### config.mk
export PLATFORM = sky130hd
export DESIGN_NAME = cache_ctrl_2way
export DESIGN_NICKNAME = d
export VERILOG_FILES = /design/src/rtl/cache_pkg.sv /design/src/rtl/cache_set_state.sv /design/src/rtl/cache_ctrl_2way.sv
export SDC_FILE = /design/constraint.sdc
export NUM_CORES = 2
export LEC_CHECK = 0
export CORE_MARGIN = 4
export CORE_UTILIZATION = 30
export DETAILED_ROUTE_END_ITERATION = 10
export GPL_TIMING_DRIVEN = 0
export HOLD_SLACK_MARGIN = 0.05
export PLACE_DENSITY = 0.56
export SLEW_MARGIN = 10
export SYNTH_ARGS = -nofsm -noshare
export SYNTH_HDL_FRONTEND = slang
export SYNTH_SLANG_ARGS = --single-unit
### constraint.sdc
create_clock -name clk -period 4.5 [get_ports clk]
set_input_delay 0.675 -clock clk [delete_from_list [all_inputs] [get_ports clk]]
set_output_delay 0.675 -clock clk [all_outputs]
set_load 0.01 [all_outputs]
### src/rtl/cache_pkg.sv
// Shared types and address helpers for the 2-way read-only cache controller.
// Addresses are word addresses laid out as {tag, set}.
package cache_pkg;

    localparam int TAG_WIDTH_DEF  = 13;
    localparam int DATA_WIDTH_DEF = 16;
    localparam int SET_WIDTH_DEF  = 8;

    typedef enum logic [1:0] {
        IDLE,
        LOOKUP,
        MISS_REQ,
        MISS_WAIT
    } ctrl_state_t;

    function automatic logic [31:0] addr_set(input logic [31:0] addr, input int set_w);
        return addr & ((32'd1 << set_w) - 32'd1);
    endfunction

    function automatic logic [31:0] addr_tag(input logic [31:0] addr, input int set_w);
        return addr >> set_w;
    endfunction

endpackage

### src/rtl/cache_set_state.sv
// Per-set valid bits for both ways plus one LRU bit (the way to evict next).
// Reads are combinational; clear_all invalidates every line but keeps LRU history.
module cache_set_state #(
    parameter int SET_WIDTH = 8
) (
    input  logic                 clk,
    input  logic                 resetn,
    input  logic                 clear_all,
    input  logic [SET_WIDTH-1:0] rd_set,
    output logic                 rd_valid0,
    output logic                 rd_valid1,
    output logic                 rd_lru,
    input  logic                 upd_en,
    input  logic [SET_WIDTH-1:0] upd_set,
    input  logic                 fill_en,
    input  logic                 fill_way,
    input  logic                 lru_way
);

    localparam int NSETS = 1 << SET_WIDTH;

    logic [NSETS-1:0] valid0;
    logic [NSETS-1:0] valid1;
    logic [NSETS-1:0] lru;

    always_ff @(posedge clk) begin
        if (!resetn) begin
            valid0 <= '0;
            valid1 <= '0;
            lru    <= '0;
        end else if (clear_all) begin
            valid0 <= '0;
            valid1 <= '0;
        end else if (upd_en) begin
            lru[upd_set] <= lru_way;
            if (fill_en && !fill_way) valid0[upd_set] <= 1'b1;
            if (fill_en &&  fill_way) valid1[upd_set] <= 1'b1;
        end
    end

    assign rd_valid0 = valid0[rd_set];
    assign rd_valid1 = valid1[rd_set];
    assign rd_lru    = lru[rd_set];

endmodule

### src/rtl/cache_ctrl_2way.sv
// Read controller for two cache_way BRAMs: lookup, victim choice, memory fill.
// Hits answer 2 cycles after acceptance; misses hold the memory request until accepted.
module cache_ctrl_2way
    import cache_pkg::*;
#(
    parameter int TAG_WIDTH  = TAG_WIDTH_DEF,
    parameter int DATA_WIDTH = DATA_WIDTH_DEF,
    parameter int SET_WIDTH  = SET_WIDTH_DEF,
    parameter int ADDR_WIDTH = TAG_WIDTH + SET_WIDTH
) (
    input  logic                  clk,
    input  logic                  resetn,
    input  logic                  req_valid,
    output logic                  req_ready,
    input  logic [ADDR_WIDTH-1:0] req_addr,
    output logic                  resp_valid,
    output logic [DATA_WIDTH-1:0] resp_data,
    output logic                  resp_hit,
    input  logic                  flush,
    output logic                  mem_req_valid,
    input  logic                  mem_req_ready,
    output logic [ADDR_WIDTH-1:0] mem_req_addr,
    input  logic                  mem_resp_valid,
    input  logic [DATA_WIDTH-1:0] mem_resp_data,
    output logic                  way_enable_read,
    output logic [SET_WIDTH-1:0]  way_set_index,
    output logic [TAG_WIDTH-1:0]  way_tag_in,
    output logic [DATA_WIDTH-1:0] way_data_in,
    output logic                  way0_we_tag,
    output logic                  way0_we_data,
    output logic                  way1_we_tag,
    output logic                  way1_we_data,
    input  logic [TAG_WIDTH-1:0]  way0_tag_out,
    input  logic [TAG_WIDTH-1:0]  way1_tag_out,
    input  logic [DATA_WIDTH-1:0] way0_data_out,
    input  logic [DATA_WIDTH-1:0] way1_data_out
);

    ctrl_state_t           state_q, state_d;
    logic [ADDR_WIDTH-1:0] addr_q;
    logic                  victim_q, victim_d;
    logic                  accept;
    logic [31:0]           hit_cnt, miss_cnt;
    logic                  hit_evt, miss_evt;

    logic [SET_WIDTH-1:0]  set_q, req_set;
    logic [TAG_WIDTH-1:0]  tag_q;

    logic                  v0, v1, lru_bit;
    logic                  hit0, hit1, miss_victim;
    logic                  clear_all, upd_en, fill_en, fill_way, lru_way;

    assign set_q   = SET_WIDTH'(addr_set(32'(addr_q), SET_WIDTH));
    assign tag_q   = TAG_WIDTH'(addr_tag(32'(addr_q), SET_WIDTH));
    assign req_set = SET_WIDTH'(addr_set(32'(req_addr), SET_WIDTH));

    cache_set_state #(
        .SET_WIDTH (SET_WIDTH)
    ) u_set_state (
        .clk       (clk),
        .resetn    (resetn),
        .clear_all (clear_all),
        .rd_set    (set_q),
        .rd_valid0 (v0),
        .rd_valid1 (v1),
        .rd_lru    (lru_bit),
        .upd_en    (upd_en),
        .upd_set   (set_q),
        .fill_en   (fill_en),
        .fill_way  (fill_way),
        .lru_way   (lru_way)
    );

    // Way 0 wins a double hit; misses prefer an empty way before evicting the LRU one.
    assign hit0        = v0 && (way0_tag_out == tag_q);
    assign hit1        = v1 && (way1_tag_out == tag_q);
    assign miss_victim = !v0 ? 1'b0 : (!v1 ? 1'b1 : lru_bit);

    assign mem_req_addr = addr_q;

    always_comb begin
        state_d         = state_q;
        victim_d        = victim_q;
        accept          = 1'b0;
        req_ready       = 1'b0;
        resp_valid      = 1'b0;
        resp_hit        = 1'b0;
        resp_data       = '0;
        mem_req_valid   = 1'b0;
        way_enable_read = 1'b0;
        way_set_index   = set_q;
        way_tag_in      = tag_q;
        way_data_in     = mem_resp_data;
        way0_we_tag     = 1'b0;
        way0_we_data    = 1'b0;
        way1_we_tag     = 1'b0;
        way1_we_data    = 1'b0;
        clear_all       = 1'b0;
        upd_en          = 1'b0;
        fill_en         = 1'b0;
        fill_way        = victim_q;
        lru_way         = 1'b0;
        hit_evt         = 1'b0;
        miss_evt        = 1'b0;

        case (state_q)
            IDLE: begin
                req_ready     = !flush;
                way_set_index = req_set;
                if (flush) begin
                    clear_all = 1'b1;
                end else if (req_valid) begin
                    accept          = 1'b1;
                    way_enable_read = 1'b1;
                    state_d         = LOOKUP;
                end
            end
            LOOKUP: begin
                if (hit0 || hit1) begin
                    resp_valid = 1'b1;
                    resp_hit   = 1'b1;
                    resp_data  = hit0 ? way0_data_out : way1_data_out;
                    upd_en     = 1'b1;
                    lru_way    = hit0;
                    hit_evt    = 1'b1;
                    state_d    = IDLE;
                end else begin
                    victim_d = miss_victim;
                    miss_evt = 1'b1;
                    state_d  = MISS_REQ;
                end
            end
            MISS_REQ: begin
                mem_req_valid = 1'b1;
                if (mem_req_ready) state_d = MISS_WAIT;
            end
            MISS_WAIT: begin
                if (mem_resp_valid) begin
                    way0_we_tag  = !victim_q;
                    way0_we_data = !victim_q;
                    way1_we_tag  = victim_q;
                    way1_we_data = victim_q;
                    upd_en       = 1'b1;
                    fill_en      = 1'b1;
                    lru_way      = !victim_q;
                    resp_valid   = 1'b1;
                    resp_data    = mem_resp_data;
                    state_d      = IDLE;
                end
            end
            default: state_d = IDLE;
        endcase
    end

    always_ff @(posedge clk) begin
        if (!resetn) begin
            state_q  <= IDLE;
            addr_q   <= '0;
            victim_q <= 1'b0;
            hit_cnt  <= '0;
            miss_cnt <= '0;
        end else begin
            state_q  <= state_d;
            victim_q <= victim_d;
            if (accept)   addr_q   <= req_addr;
            if (hit_evt)  hit_cnt  <= hit_cnt + 32'd1;
            if (miss_evt) miss_cnt <= miss_cnt + 32'd1;
        end
    end

    // Debug counters have no port; they are probed hierarchically.
    logic unused_dbg;
    assign unused_dbg = ^{hit_cnt, miss_cnt};

endmodule

======== Yosys cells after proc, flatten, opt, wreduce, memory -nomap -nowiden ========
Cells that the tools add are included.
word-level totals
  flip-flop bits (word level) ............. 792
  input port bits ......................... 101
  word-level logic and storage cells ...... 77
cells by class
  order comparisons ....................... 2
  eq/ne operators ......................... 9
  multiplexer cells ....................... 40
  bitwise gates (word level) .............. 5
  reduce and logical (&&, ||, !) cells .... 15
operators with widths
  kind                number
  $or 256x256->256    2
  $bwmux 256          1
  $mux 16             3
  $pmux 16 s2         1
  $eq 13x13->1        2
  $bmux 1 s8          3
  $mux 1              22
  $mux 2              5
  $lt 8x9->1 const B  1
  $demux 1 s8         1
  $ge 8x1->1 const B  1
  $mux 8              1
  $ne 2x2->1 const B  4
  $pmux 2 s4          1
  $reduce_and 2->1    4
  $logic_and 1x1->1   5
  $eq 2x2->1 const B  2
  $pmux 1 s2          2
  $reduce_and 4->1    1
  $not 1->1           3
  $eq 2x1->1 const B  1
  $logic_not 1->1     2
  $logic_not 2->1     1
  $reduce_or 2->1     1
  $logic_or 1x1->1    1

======== Depth between registers and ports, before layout ========
  depth in word-level cells ............... 7
  mapped depth ............................ 16

======== Cells and area by module ========
From an unflattened synthesis, not the netlist that was laid out.
unflattened totals
  cell total of the unflattened synthesis .. 3745
  area, all modules ....................... 34561.9 µm²
by module, submodules not included
  module           times used  cells each  area an instance (µm²)
  cache_set_state  1           3478        32497.4
  cache_ctrl_2way  1           267         2064.5

======== Worst setup path before layout ========
No wires, ideal clock.
  kind .................................... register to output
  start point ............................. register addr_q[1], in the netlist mem_req_addr[1]
  end point ............................... output port resp_data[10]
  data arrival time ....................... 3.034 ns
  path slack .............................. 0.791 ns
  stages on the path, launching flop included .. 14
  path through ............................ dfxtp_1 > buf_6 > clkbuf_4 > buf_6 > buf_6 > mux2i_1 > a22oi_1 > nand3_1 > a41oi_1 > o41ai_4 > o2111ai_4 > nand2b_1 > clkbuf_1 > o21ai_0
between the ends
  longest elaborated chain between the ends .. 6
  elaborated cells on any way between the ends .. 10
  classes of those cells .................. mux: 7; reduce/logical: 3
RTL lines
  what                                                line                                            RTL
  start: declaration                                  cache_ctrl_2way.sv:40                           logic [ADDR_WIDTH-1:0] addr_q;
  start signal: assignment                            cache_ctrl_2way.sv:165                          if (accept) addr_q <= req_addr;
  $bmux 1 s8, on equally long branches                cache_set_state.sv:41, cache_set_state.sv:42
  $mux 1, on equally long branches                    cache_set_state.sv:41, cache_set_state.sv:42
  $logic_and 1x1->1, on equally long branches         cache_ctrl_2way.sv:75, cache_ctrl_2way.sv:76
  $mux 16 / $logic_or 1x1->1 (equally long branches)  cache_ctrl_2way.sv:122, cache_ctrl_2way.sv:119
  $mux 16 (*)                                         cache_ctrl_2way.sv:119                          if (hit0 || hit1) begin
  $pmux 16 s2 (*)                                     cache_ctrl_2way.sv:106                          case (state_q)
  end: declaration                                    cache_ctrl_2way.sv:17                           output logic [DATA_WIDTH-1:0] resp_data,
Mark *: on every way between the ends. The rest lies on a longest branch, timed or not. The select of a mux whose other input is x is not followed.

======== Worst setup path in the final report ========
  start point ............................. register addr_q[3], in the netlist mem_req_addr[3]
  end point ............................... output port resp_data[2]
Same word-level chain as after synthesis.

==> Implementation_results.wiki <==
{| class="wikitable"
! Metric !! Value
|-
| Status || finished with violations
|-
| Violations in the final reports || negative setup slack
|-
| Area added between synthesis and finish || 22.9%
|-
| Kind of path behind the tightest hold check || flip-flop to flip-flop
|-
| Top achievable clock speed || 0.199 GHz
|-
| Largest driver fanout on the critical path || 10
|-
| Max Slew Vio Count || 0
|-
| Total of flip-flops plus latches after synthesis || 792
|-
| Share of cells above drive strength 1 || 20.7%
|-
| Sequential share of the synthesized area || 39.1%
|-
| Post-detailed-routing wire length || 219 mm
|-
| Final setup violation count || 64
|-
| Post-placement cell count || 6,596
|-
| Detailed-route via count || 41,835
|-
| Total number of yosys warnings || 0
|-
| Die width || approximately 380 µm
|-
| Routability Congestion || 1.02
|-
| Post-route worst setup slack || -0.517 ns
|-
| Nets@finish || 5,073
|-
| Clock transition at the register clock pins on the worst setup and hold paths after CTS || 0.06 ns
|-
| Unrepaired setup endpoints after global routing || true
|-
| Die ar. || 141,000 µm²
|-
| Global-route congestion overflow total || 0
|-
| Count of distinct cell types in the synthesized netlist || 65
|-
| Detailed-route vias per instance || about 6.1
|-
| Global-route usage over all layers || 29.5%
|-
| Post-route worst hold slack || around 0.46 ns
|-
| Post-synthesis cell count || 4,629
|-
| CP Data Arrival Time || 4.34 ns
|-
| Average size of a mapped cell || 8.76 µm²
|-
| Power per cell area || 328 nW/µm²
|-
| Kind of end point of the critical path || output port
|-
| Max-cap violations || 0
|-
| Multi-input gate area || around 23,000 µm²
|-
| Leakage power summed over all cells || roughly 0.015 µW
|-
| Final period util || 111%
|-
| Post-route non-filler standard cell count || between 6,000 and 7,000
|-
| CTS Hold Buffers Added || 0
|-
| Placed wire-length estimate after detailed placement || about 150 mm
|-
| EDFF count, synth || 0
|-
| Final period demand of the worst path || between 5 and 6 ns
|-
| Vias in the first global route || between 30,000 and 40,000
|-
| Htree depth || 3
|-
| Final hold violations || 0
|-
| Peak ir drop on the vdd network || 270 µV
|-
| Number of antenna violations at the first check in global routing || 9
|-
| Pin count of the biggest net entering global routing || 21
|-
| Core Region || 134,000 µm²
|-
| TritonCTS sink count || 792
|-
| Residual DRC count || 0
|-
| Antenna-violating nets left || 0
|-
| Starting utilization of the core area || between 30% and 40%
|-
| Fill count || 13,646
|-
| Rows || 134
|-
| Worst slack, placed || -2.79 ns
|-
| Worst Path Class, Setup || flip-flop to output port
|-
| Area after DPL || between 40,000 and 50,000 µm²
|-
| Count of routing violations after the opening detailed-route iteration || 6,096
|-
| Combined flip-flop and latch cell area || around 16,000 µm²
|-
| Most used cells in the layout excluding fill and tap cells || nor2_1 (1,006), dfxtp_1 (789), a21oi_1 (519), nand2_1 (375), clkbuf_1 (269)
|-
| Port Buf Inserts || 182
|-
| Top-Level Pins || 184
|-
| Clock skew after layout || 0.0415 ns
|-
| Primary flip-flop cell chosen by synthesis mapping || dfxtp_1
|-
| Cell area after synthesis || 40,500 µm²
|-
| Maximum buffer depth of the clock tree || 3
|-
| Slew headroom || under 10%
|-
| Worst-skew pair later-pin latency || 0.69 ns
|-
| First-pass GRT wire length || 301 mm
|-
| Required arrival time at the worst endpoint || 3.83 ns
|-
| Most common library cell in the layout ignoring fill and taps || nor2_1
|-
| Post-Synthesis Net Count || about 4,700
|-
| CP Launch Type || flip-flop
|-
| Number of detailed-route iterations in the first pass || 7
|-
| WL/cell || around 32 µm
|-
| Chip height || 376 µm
|-
| Fraction of synthesis flops using an asynchronous set or reset pin || 0%
|-
| Total clock buffers created by CTS || 87
|-
| Buffer type at the clock tree root || clkbuf_16
|-
| Post-route cell area || 49,800 µm²
|-
| Worst slew pin tran || 1.39 ns
|-
| Clock tree from TritonCTS || done
|}
## per-stage QoR
| stage | utilization (%) | TNS, ns | total power, µW |
|---|---|---|---|
| finish | 37.2 | -10.79 | 16300 |
| global route | 37.2 | -6.90 | 16600 |
| CTS | 37.0 | -6.06 | 16200 |
| detailed placement | 33.6 | -882.23 | 8680 |
| global placement | 33.3 | -1406.02 | 8660 |
| floorplan | - | 0 | 7860 |
## where the power goes
group,switching [µW],internal (µW)
clock,3230,4310
sequential,27.0,7020
combinational,1200,528
total,4460,11900
## logic make-up after synthesis
family                    Yosys count  synth area share (%)
and+or+nand+nor                  1559                  15.3
muxes                             315                  11.9
xor gates and xnor gates           26                 0.562
AOI/OAI and AO/OA                1435                  27.1
buffers and inverters             502                  6.11
DFF                               792                  39.1
## worst paths after layout
kind | startpoint | cells after the start | slack (ns) | to
worst max-delay path | mem_req_addr[3] | 14 | -0.52 | resp_data[2]
worst min-delay path | u_set_state.valid1[125] | 2 | 0.46 | u_set_state.valid1[125]
worst max register to register | mem_req_addr[2] | 8 | -0.25 | u_set_state.lru[92]
worst min register to register | u_set_state.valid1[125] | 2 | 0.46 | u_set_state.valid1[125]
## critical path, cell delays in order (launching register included)
cell       delay (ns)
dfxtp_4          0.46
buf_8            0.26
buf_6            0.32
buf_6            0.31
nand2_2          0.36
o221ai_1         0.35
o22ai_2          0.19
o21ai_4          0.23
a31o_2           0.22
o2111ai_4        0.21
nand2b_4         0.20
buf_6            0.14
buf_6            0.12
o21ai_4          0.09
buf_6            0.14
## routing by layer
layer	vias to the layer above	wire [µm]	track usage, %
met4	6	18700	20.8
met1	20221	83000	36.9
met3	858	31100	12.3
met2	3231	85700	40.8
li1	17519	-	-
met5	-	64	0
## flip-flops by register name, indices dropped and copies added, names as in the netlist, named ones only
register and cells:
u_set_state.valid0 256, u_set_state.lru 256, fill_way 1, mem_req_addr 21, state_q 1, u_set_state.valid1 256
## layout make-up
type | count | share of cell area, %
antenna | 9 | 0.0452
buffer | 490 | 6.27
clock buffer | 119 | 4.97
clock inverter | 36 | 0.849
inverter | 5 | 0.0477
multi-input combinational | 3335 | 46.2
sequential | 792 | 31.8
tap | 1768 | 4.44
timing repair buffer | 261 | 5.30
## synthesized netlist by cell type (45+ instances only)
cell type / n / area share, %
nand2_1: 384 / 3.6
a211oi_2: 92 / 2.8
dfxtp_1: 792 / 39
a221oi_2: 202 / 7.5
nor2_1: 1025 / 9.5
nor3_1: 45 / 0.56
a22oi_1: 51 / 0.94
o21ai_0: 245 / 3.0
buf_2: 78 / 0.96
mux2i_1: 155 / 3.8
buf_4: 45 / 0.83
clkbuf_1: 311 / 2.9
a21oi_1: 524 / 6.5
a211oi_1: 172 / 3.2
a221oi_1: 64 / 1.4
mux4_2: 130 / 7.2
## repair_timing
| action | 4_1_cts | 5_1_grt |
|---|---|---|
| gates cloned | 2 | 0 |
| setup endpoints to repair | 795 | 224 |
| gates resized for setup | 377 | 56 |
| pin swaps | 27 | 13 |
| endpoints found under the hold margin | 0 | 0 |
| setup buffers | 52 | 10 |
(Power assumes the default switching activity.)
